$ cat config.mk
export PLATFORM = sky130hd
export DESIGN_NAME = move_sequencer
export DESIGN_NICKNAME = d
export VERILOG_FILES = /design/src/rtl/move_sequencer.sv
export SDC_FILE = /design/constraint.sdc
export NUM_CORES = 1
export LEC_CHECK = 0
export CORE_MARGIN = 10
export CORE_UTILIZATION = 33
export CTS_BUF_LIST = sky130_fd_sc_hd__clkbuf_2 sky130_fd_sc_hd__clkbuf_4 sky130_fd_sc_hd__clkbuf_8
export DETAILED_ROUTE_END_ITERATION = 8
export GPL_TIMING_DRIVEN = 0
export HOLD_SLACK_MARGIN = 0.12
export PLACE_DENSITY = 0.78
export REMOVE_ABC_BUFFERS = 1
export SETUP_SLACK_MARGIN = 0.3
export SYNTH_ARGS = -nofsm -noshare
export SYNTH_HDL_FRONTEND = slang
export SYNTH_SLANG_ARGS = --single-unit
$ cat constraint.sdc
create_clock -name Clock -period 1.5 [get_ports Clock]
set_input_delay 0.3 -clock Clock [delete_from_list [all_inputs] [get_ports Clock]]
set_output_delay 0.3 -clock Clock [all_outputs]
set_load 0.03 [all_outputs]
$ cat src/rtl/move_sequencer.sv
// Hardwired fetch/execute sequencer for the simple-cpu datapath (mfhi/mflo class).
// Optional memory-read timeout: define MEM_TIMEOUT_EN to fault after MEM_TIMEOUT stalled T1 cycles.
module move_sequencer #(
  parameter int unsigned      IR_W        = 32,
  parameter int unsigned      OPC_W       = 5,
  parameter logic [OPC_W-1:0] MFHI_OPC    = 5'b11001,
  parameter logic [OPC_W-1:0] MFLO_OPC    = 5'b11010,
  parameter logic [OPC_W-1:0] HALT_OPC    = 5'b11011,
  parameter int unsigned      COUNT_W     = 16,
  parameter int unsigned      MEM_TIMEOUT = 15
) (
  input  logic               Clock,
  input  logic               Reset_n,
  input  logic               Run,
  input  logic               Mem_ready,
  input  logic [IR_W-1:0]    IR_in,
  output logic               PCout,
  output logic               MARin,
  output logic               IncPC,
  output logic               Zin,
  output logic               Zlowout,
  output logic               PCin,
  output logic               Read,
  output logic               MDRin,
  output logic               MDRout,
  output logic               IRin,
  output logic               GRA,
  output logic               Rin,
  output logic               HIout,
  output logic               LOout,
  output logic [2:0]         Step,
  output logic               Halted,
  output logic               Fault,
  output logic [COUNT_W-1:0] Instr_count
);

  typedef enum logic [2:0] {
    S_IDLE  = 3'd0,
    S_T0    = 3'd1,
    S_T1    = 3'd2,
    S_T2    = 3'd3,
    S_T3    = 3'd4,
    S_HALT  = 3'd5,
    S_FAULT = 3'd6
  } state_t;

  state_t             r_state;
  state_t             w_next;
  logic               r_t1_first;
  logic               w_retire;
  logic [COUNT_W-1:0] r_count;
  logic [OPC_W-1:0]   w_opc;
  logic               w_ir_unused;
  logic               w_timeout;

  assign w_opc       = IR_in[IR_W-1 -: OPC_W];
  assign w_ir_unused = ^IR_in[IR_W-OPC_W-1:0];

`ifdef MEM_TIMEOUT_EN
  localparam int unsigned WAIT_W = ($clog2(MEM_TIMEOUT + 1) > 4) ? $clog2(MEM_TIMEOUT + 1) : 4;
  logic [WAIT_W-1:0] r_wait;

  // Fires on the stalled T1 cycle that would make the wait count reach the limit.
  assign w_timeout = (r_state == S_T1) && !Mem_ready && (r_wait == WAIT_W'(MEM_TIMEOUT - 1));

  always_ff @(posedge Clock or negedge Reset_n) begin
    if (!Reset_n) begin
      r_wait <= '0;
    end else if (r_state != S_T1) begin
      r_wait <= '0;
    end else if (!Mem_ready) begin
      r_wait <= r_wait + 1'b1;
    end
  end
`else
  assign w_timeout = 1'b0;
`endif

  always_ff @(posedge Clock or negedge Reset_n) begin
    if (!Reset_n) begin
      r_state    <= S_IDLE;
      r_t1_first <= 1'b0;
      r_count    <= '0;
    end else begin
      r_state    <= w_next;
      r_t1_first <= (w_next == S_T1) && (r_state != S_T1);
      if (w_retire) r_count <= r_count + 1'b1;
    end
  end

  always_comb begin
    w_next   = r_state;
    w_retire = 1'b0;
    PCout    = 1'b0;
    MARin    = 1'b0;
    IncPC    = 1'b0;
    Zin      = 1'b0;
    Zlowout  = 1'b0;
    PCin     = 1'b0;
    Read     = 1'b0;
    MDRin    = 1'b0;
    MDRout   = 1'b0;
    IRin     = 1'b0;
    GRA      = 1'b0;
    Rin      = 1'b0;
    HIout    = 1'b0;
    LOout    = 1'b0;
    case (r_state)
      S_IDLE: if (Run) w_next = S_T0;
      S_T0: begin
        PCout  = 1'b1;
        MARin  = 1'b1;
        IncPC  = 1'b1;
        Zin    = 1'b1;
        w_next = S_T1;
      end
      S_T1: begin
        // PC is loaded from Z only once, however long memory stalls.
        Zlowout = r_t1_first;
        PCin    = r_t1_first;
        Read    = 1'b1;
        MDRin   = 1'b1;
        if (Mem_ready)      w_next = S_T2;
        else if (w_timeout) w_next = S_FAULT;
      end
      S_T2: begin
        MDRout = 1'b1;
        IRin   = 1'b1;
        w_next = S_T3;
      end
      S_T3: begin
        if (w_opc == MFHI_OPC || w_opc == MFLO_OPC) begin
          GRA      = 1'b1;
          Rin      = 1'b1;
          HIout    = (w_opc == MFHI_OPC);
          LOout    = (w_opc == MFLO_OPC);
          w_retire = 1'b1;
          w_next   = Run ? S_T0 : S_IDLE;
        end else if (w_opc == HALT_OPC) begin
          w_next = S_HALT;
        end else begin
          w_next = S_FAULT;
        end
      end
      S_HALT:  w_next = S_HALT;
      S_FAULT: w_next = S_FAULT;
      default: w_next = S_IDLE;
    endcase
  end

  assign Step        = r_state;
  assign Halted      = (r_state == S_HALT);
  assign Fault       = (r_state == S_FAULT);
  assign Instr_count = r_count;

endmodule

==> results.toml, run 1 <==
[routing]
drtIter0Drc = 65
postRouteWirelength_mm = 3.587
ant_nets = 0
wire_per_inst_um = 16.30
first_pass_iters = 4
vias = 1066
vias_per_cell = 4.845
drc = 0

[place]
dp_cells = 182
dp_slack_ns = -1.379
globalplace.congestion = 0.7835
detailed_place_hpwl_mm = 2.156
port_buffers = 43

[yosys]
ys.flop_type = "dfrtp_1"
ys_seq_area_share_pct = 45.61
synth_area_um2 = 1097
synth.distinct_cells = 28
synth_edf_count = 0
synth-async-reset-ratio_pct = 100.0
avgSynthCellArea_um2 = 10.35
yosys.area.top_type_share_pct = 45.61
yosys_register_bits = 20
yosys_warnings = 0
synth_area_leaders = "dfrtp_1 (46%), xnor2_1 (10%), nand4_1 (5.1%)"
syn_inst = 106
yosys.area.top_type = "dfrtp_1"

[setup_path]
r2r-end = "Instr_count[1]"
critPathRequiredTime_ns = 1.20
cp_max_fo = 4
critPathLaunchType = "register"
critPathCaptureType = "output port"
r2r_slack_ns = -0.16
reg2regPathDepth = 5
crit_type = "register to output port"
rr_startpoint = "Step[0]"
arrival_ns = 1.50

[sta]
max_slew_margin_pct = 37.17
hold_viol = 0
postLayoutSetupSlackWorst_ns = -0.2954
setup_viol = 31
rsz0062_at_grt = "true"
period_share_pct = 119.7
fin_crit_ns = 1.795
finClkSkew_ns = 0.007189
finalMaxSlewViolations = 0
max_freq_ghz = 0.5570
worst_pin_slew_ns = 0.9409

[global_routing]
grtUsageTotal_pct = 11.64
grt_pass1_vias = 1204
grt_pass1_wl_mm = 5.878
antenna_found_initial = 0
grt_max_degree = 21
overflow = 0

[finish]
final_net_count = 214
drive_gt1_share_pct = 57.39
fin_util_pct = 63.32
final_cell_mix = "buf_6 (40), buf_4 (29), dfrtp_1 (13)"
layout_commonest_cell = "buf_6"
layoutNonFillerInstCount = 220
n_antenna_cell = 0
area_growth_pct = 80.50

[power_and_ir_drop]
power_leakage_nw = 0.9684
peakVddDrop_v = 0.001091
cellPowerDensity_nw_per_um2 = 1358

[run]
cap_violations = 0

[clock_tree]
cts_hold_buf = 0
cts_buffer_depth = 2
cts_sinks = 20
worstSkewPairLatency_ns = 0.31
htree_levels = 1
cts_tree = "done"
cts-root-buf = "clkbuf_4"
clk_pin_slew_ns = 0.13
numCtsBuffers = 3

[die]
num_rows = 20
dieHeight_um = 77.67
num_io_pins = 71
core_um2 = 3128
die-area_um2 = 6032
die_w_um = 77.67
start_util_pct = 35.08

[run_status]
status = "finished with violations"
violations = "negative setup slack"

[min_path]
min_path_type = "primary input to async pin"
## area by class of cell
cell class	count	area, um2
multi-input cells	75	631.9
fillers	270	1147
flip-flops and latches	20	509.2
repair buffers	77	748.2
clock buffers	4	36.28
well taps	44	55.05
## power breakdown
| group | switching (mW) | internal, mW | total [mW] |
|---|---|---|---|
| registers | 0.106 | 0.615 | 0.721 |
| logic | 0.779 | 0.859 | 1.64 |
| clock network | 0.183 | 0.148 | 0.331 |
## how the worst max path moves through the flow
| stage | depth (start not counted) | startpoint | end | slack [ns] |
|---|---|---|---|---|
| after CTS | 4 | Step[0] | HIout | -0.29 |
| final | 3 | Step[0] | Rin | -0.30 |
| after floorplan | 2 | Step[0] | Step[1] | -2.32 |
| after global routing | 4 | Step[0] | HIout | -0.35 |
| after global placement | 4 | IR_in[28] | Rin | -1.34 |
| after detailed placement | 4 | IR_in[28] | GRA | -1.38 |
## state kept, by name (all words and copies together) (netlist names)
signal and flops:
Instr_count 16, r_t1_first 1, Step 3
## kinds of logic after synthesis
family | count (synthesis) | share of synthesized area, %
AO/OA/AOI/OAI | 8 | 4.789
AND/OR/NAND/NOR | 49 | 27.82
multiplexers | 1 | 1.026
buffers and inverters | 11 | 6.841
XOR/XNOR | 16 | 12.77
flip-flops | 20 | 45.61
adder cells (fa/ha/maj) | 1 | 1.140
## per-stage QoR
| stage | area, um2 | TNS [ns] | hold slack, ns | power [mW] |
|---|---|---|---|---|
| 3_5_place_dp | 1508 | -21.14 | 0.4872 | 1.689 |
| 5_1_grt | 1981 | -7.271 | 0.1890 | 2.841 |
| 6_report | 1981 | -5.328 | 0.1095 | 2.690 |
| 4_1_cts | 1843 | -4.372 | 0.5179 | 2.438 |
| 2_1_floorplan | 1022 | -35.69 | 0.004409 | 1.261 |
| 3_3_place_gp | 1508 | -19.61 | 0.4599 | 1.667 |
## routing by layer
layer / up-vias / track usage [%] / part of all wire [%]
met3: 6 / 3.802 / 7.2
li1: 509 / - / -
met2: 39 / 20.90 / 50
met5: - / 0 / 0
met1: 512 / 12.85 / 41
met4: 0 / 2.920 / 1.4
## synth_stat cells (2+ instances only)
| library cell | number |
|---|---|
| nand2_1 | 6 |
| nor3_1 | 3 |
| xnor2_1 | 13 |
| nor3b_2 | 2 |
| xor2_1 | 3 |
| and3b_1 | 3 |
| nor3b_1 | 5 |
| dfrtp_1 | 20 |
| and2_1 | 4 |
| a21oi_1 | 3 |
| and3_1 | 6 |
| buf_4 | 7 |
| clkbuf_1 | 3 |
| nand3_1 | 3 |
| nor2_1 | 4 |
| nand4_1 | 9 |
## critical path, cell delays in order (launching register included)
cell and delay (ns):
dfrtp_2 0.46, nor3b_4 0.25, nor3b_4 0.27, buf_4 0.20
## timing repair
action,in CTS,in global routing
gates cloned,1,0
pin swaps,20,5
resized for setup,261,30
setup endpoints to repair,54,73
buffers inserted,27,6
(Power assumes the default switching activity.)
==> run 2: changes to the inputs <==
--- a/config.mk
+++ b/config.mk
@@ -12,7 +12,6 @@
 export GPL_TIMING_DRIVEN = 0
 export HOLD_SLACK_MARGIN = 0.12
 export PLACE_DENSITY = 0.78
-export REMOVE_ABC_BUFFERS = 1
 export SETUP_SLACK_MARGIN = 0.3
 export SYNTH_ARGS = -nofsm -noshare
 export SYNTH_HDL_FRONTEND = slang
==> run 2 against run 1 <==
Net effect:
- the run still ends with negative setup slack left
- clock power is 37% higher
- largest power group unchanged
- non-clock buffer count rose by 13
- sequential power decreased by 0.8%
- die area is the same
==> results.toml, run 2 (synthesis results as in run 1) <==
[setup_path]
cp_max_fo = 3
arrival_ns = 1.62
r2r_slack_ns = -0.20
crit_type = "register to output port"
crit_start = "Step[1]"
rr_startpoint = "Step[1]"
r2r-end = "Instr_count[9]"
critPathLaunchType = "register"
critPathRequiredTime_ns = 1.20
reg2regPathDepth = 7
critPathCaptureType = "output port"

[global_routing]
antenna_found_initial = 0
grt_pass1_vias = 1157
grtUsageTotal_pct = 12.19
overflow = 0
grt_pass1_wl_mm = 5.982
grt_max_degree = 21

[sta]
rsz0062_at_grt = "true"
period_share_pct = 127.9
worst_pin_slew_ns = 0.9083
max_slew_margin_pct = 39.35
fin_crit_ns = 1.918
max_freq_ghz = 0.5213
hold_viol = 0
finalMaxSlewViolations = 0
setup_viol = 33
postLayoutSetupSlackWorst_ns = -0.4181
finClkSkew_ns = 0.003592
timing.hold.ws_ns = 0.09826

[clock_tree]
numCtsBuffers = 3
worstSkewPairLatency_ns = 0.31
cts_buffer_depth = 2
cts_sinks = 20
cts_tree = "done"
htree_levels = 1
cts-root-buf = "clkbuf_4"
clk_pin_slew_ns = 0.12

[run_status]
status = "finished with violations"
violations = "negative setup slack"

[place]
detailed_place_hpwl_mm = 2.399
port_buffers = 43
globalplace.congestion = 0.8121
dp_cells = 193
post_dp_cell_area_um2 = 1674

[die]
start_util_pct = 35.08
num_io_pins = 71
num_rows = 20
die-area_um2 = 6032
die_w_um = 77.67
core_um2 = 3128
dieHeight_um = 77.67

[finish]
final_net_count = 227
stdcell_area_um2 = 2102
n_antenna_cell = 0
final_cell_mix = "buf_6 (42), buf_4 (38), dfrtp_1 (14)"
drive_gt1_share_pct = 58.20
area_growth_pct = 91.56
largest_reg_flops = 16
layoutNonFillerInstCount = 233
layout_commonest_cell = "buf_6"

[routing]
postRouteWirelength_mm = 4.158
wire_per_inst_um = 17.85
met1_length_mm = 1.688
vias = 1155
first_pass_iters = 4
met2_length_mm = 2.252
drtIter0Drc = 61
vias_per_cell = 4.957
highest_layer = "met4"
ant_nets = 0
drc = 0
wl_met3_um = 156

[power_and_ir_drop]
cellPowerDensity_nw_per_um2 = 1394
power_leakage_nw = 1.050
peakVddDrop_v = 0.0007213

[run]
cap_violations = 0

[yosys]
synth_nets = 143

[min_path]
min_path_type = "primary input to async pin"
## run 2: final cells by class
class                           count  area (um2)
Buffer                             11       118.9
Clock buffer                        3       22.52
Clock inverter                      1       30.03
Fill cell                         222        1026
Multi-Input combinational cell     75       623.1
Sequential cell                    20       508.0
Tap cell                           44       55.05
Timing Repair Buffer               79       744.5
## run 2: worst max-delay path, cell delays in order (launching register included)
cell and delay [ns]:
dfrtp_2 0.46, nor3b_4 0.22, nor3b_4 0.28, buf_6 0.15, buf_6 0.09, buf_6 0.12
## run 2: repair_timing
action,CTS,global route
pin swaps,13,8
endpoints found under the hold margin,0,0
hold buffers,0,0
endpoints found under the setup margin,54,60
gates resized for setup,240,32
setup buffers,23,13
## run 2: metrics by stage
step	setup TNS [ns]	setup slack, ns	power, mW	util [%]
6_report	-6.633	-0.4181	2.930	67.20
5_1_grt	-8.769	-0.4626	3.043	67.20
4_1_cts	-4.984	-0.3790	2.619	61.20
3_5_place_dp	-17.77	-1.241	1.943	53.52
3_3_place_gp	-16.37	-1.197	1.909	53.52
2_1_floorplan	-2.805	-0.3222	1.491	-
## run 2: routing by layer
layer | vias up | track usage (%)
li1 | 535 | -
met1 | 591 | 12.27
met2 | 25 | 22.97
met3 | 4 | 2.419
met4 | 0 | 6.387
met5 | - | 0
## run 2: power breakdown
| part | internal [mW] | switching, mW | total (mW) |
|---|---|---|---|
| sequential | 0.618 | 0.0976 | 0.715 |
| clock | 0.270 | 0.182 | 0.452 |
| combinational | 0.913 | 0.849 | 1.76 |
| total | 1.80 | 1.13 | 2.93 |
## run 2: worst max path at each step
stage | slack (ns) | end | cells after the start
floorplan | -0.32 | Zlowout | 4
global route | -0.46 | Rin | 5
CTS | -0.38 | Rin | 5
detailed placement | -1.24 | Rin | 6
global placement | -1.20 | Rin | 6
finish | -0.42 | Rin | 5
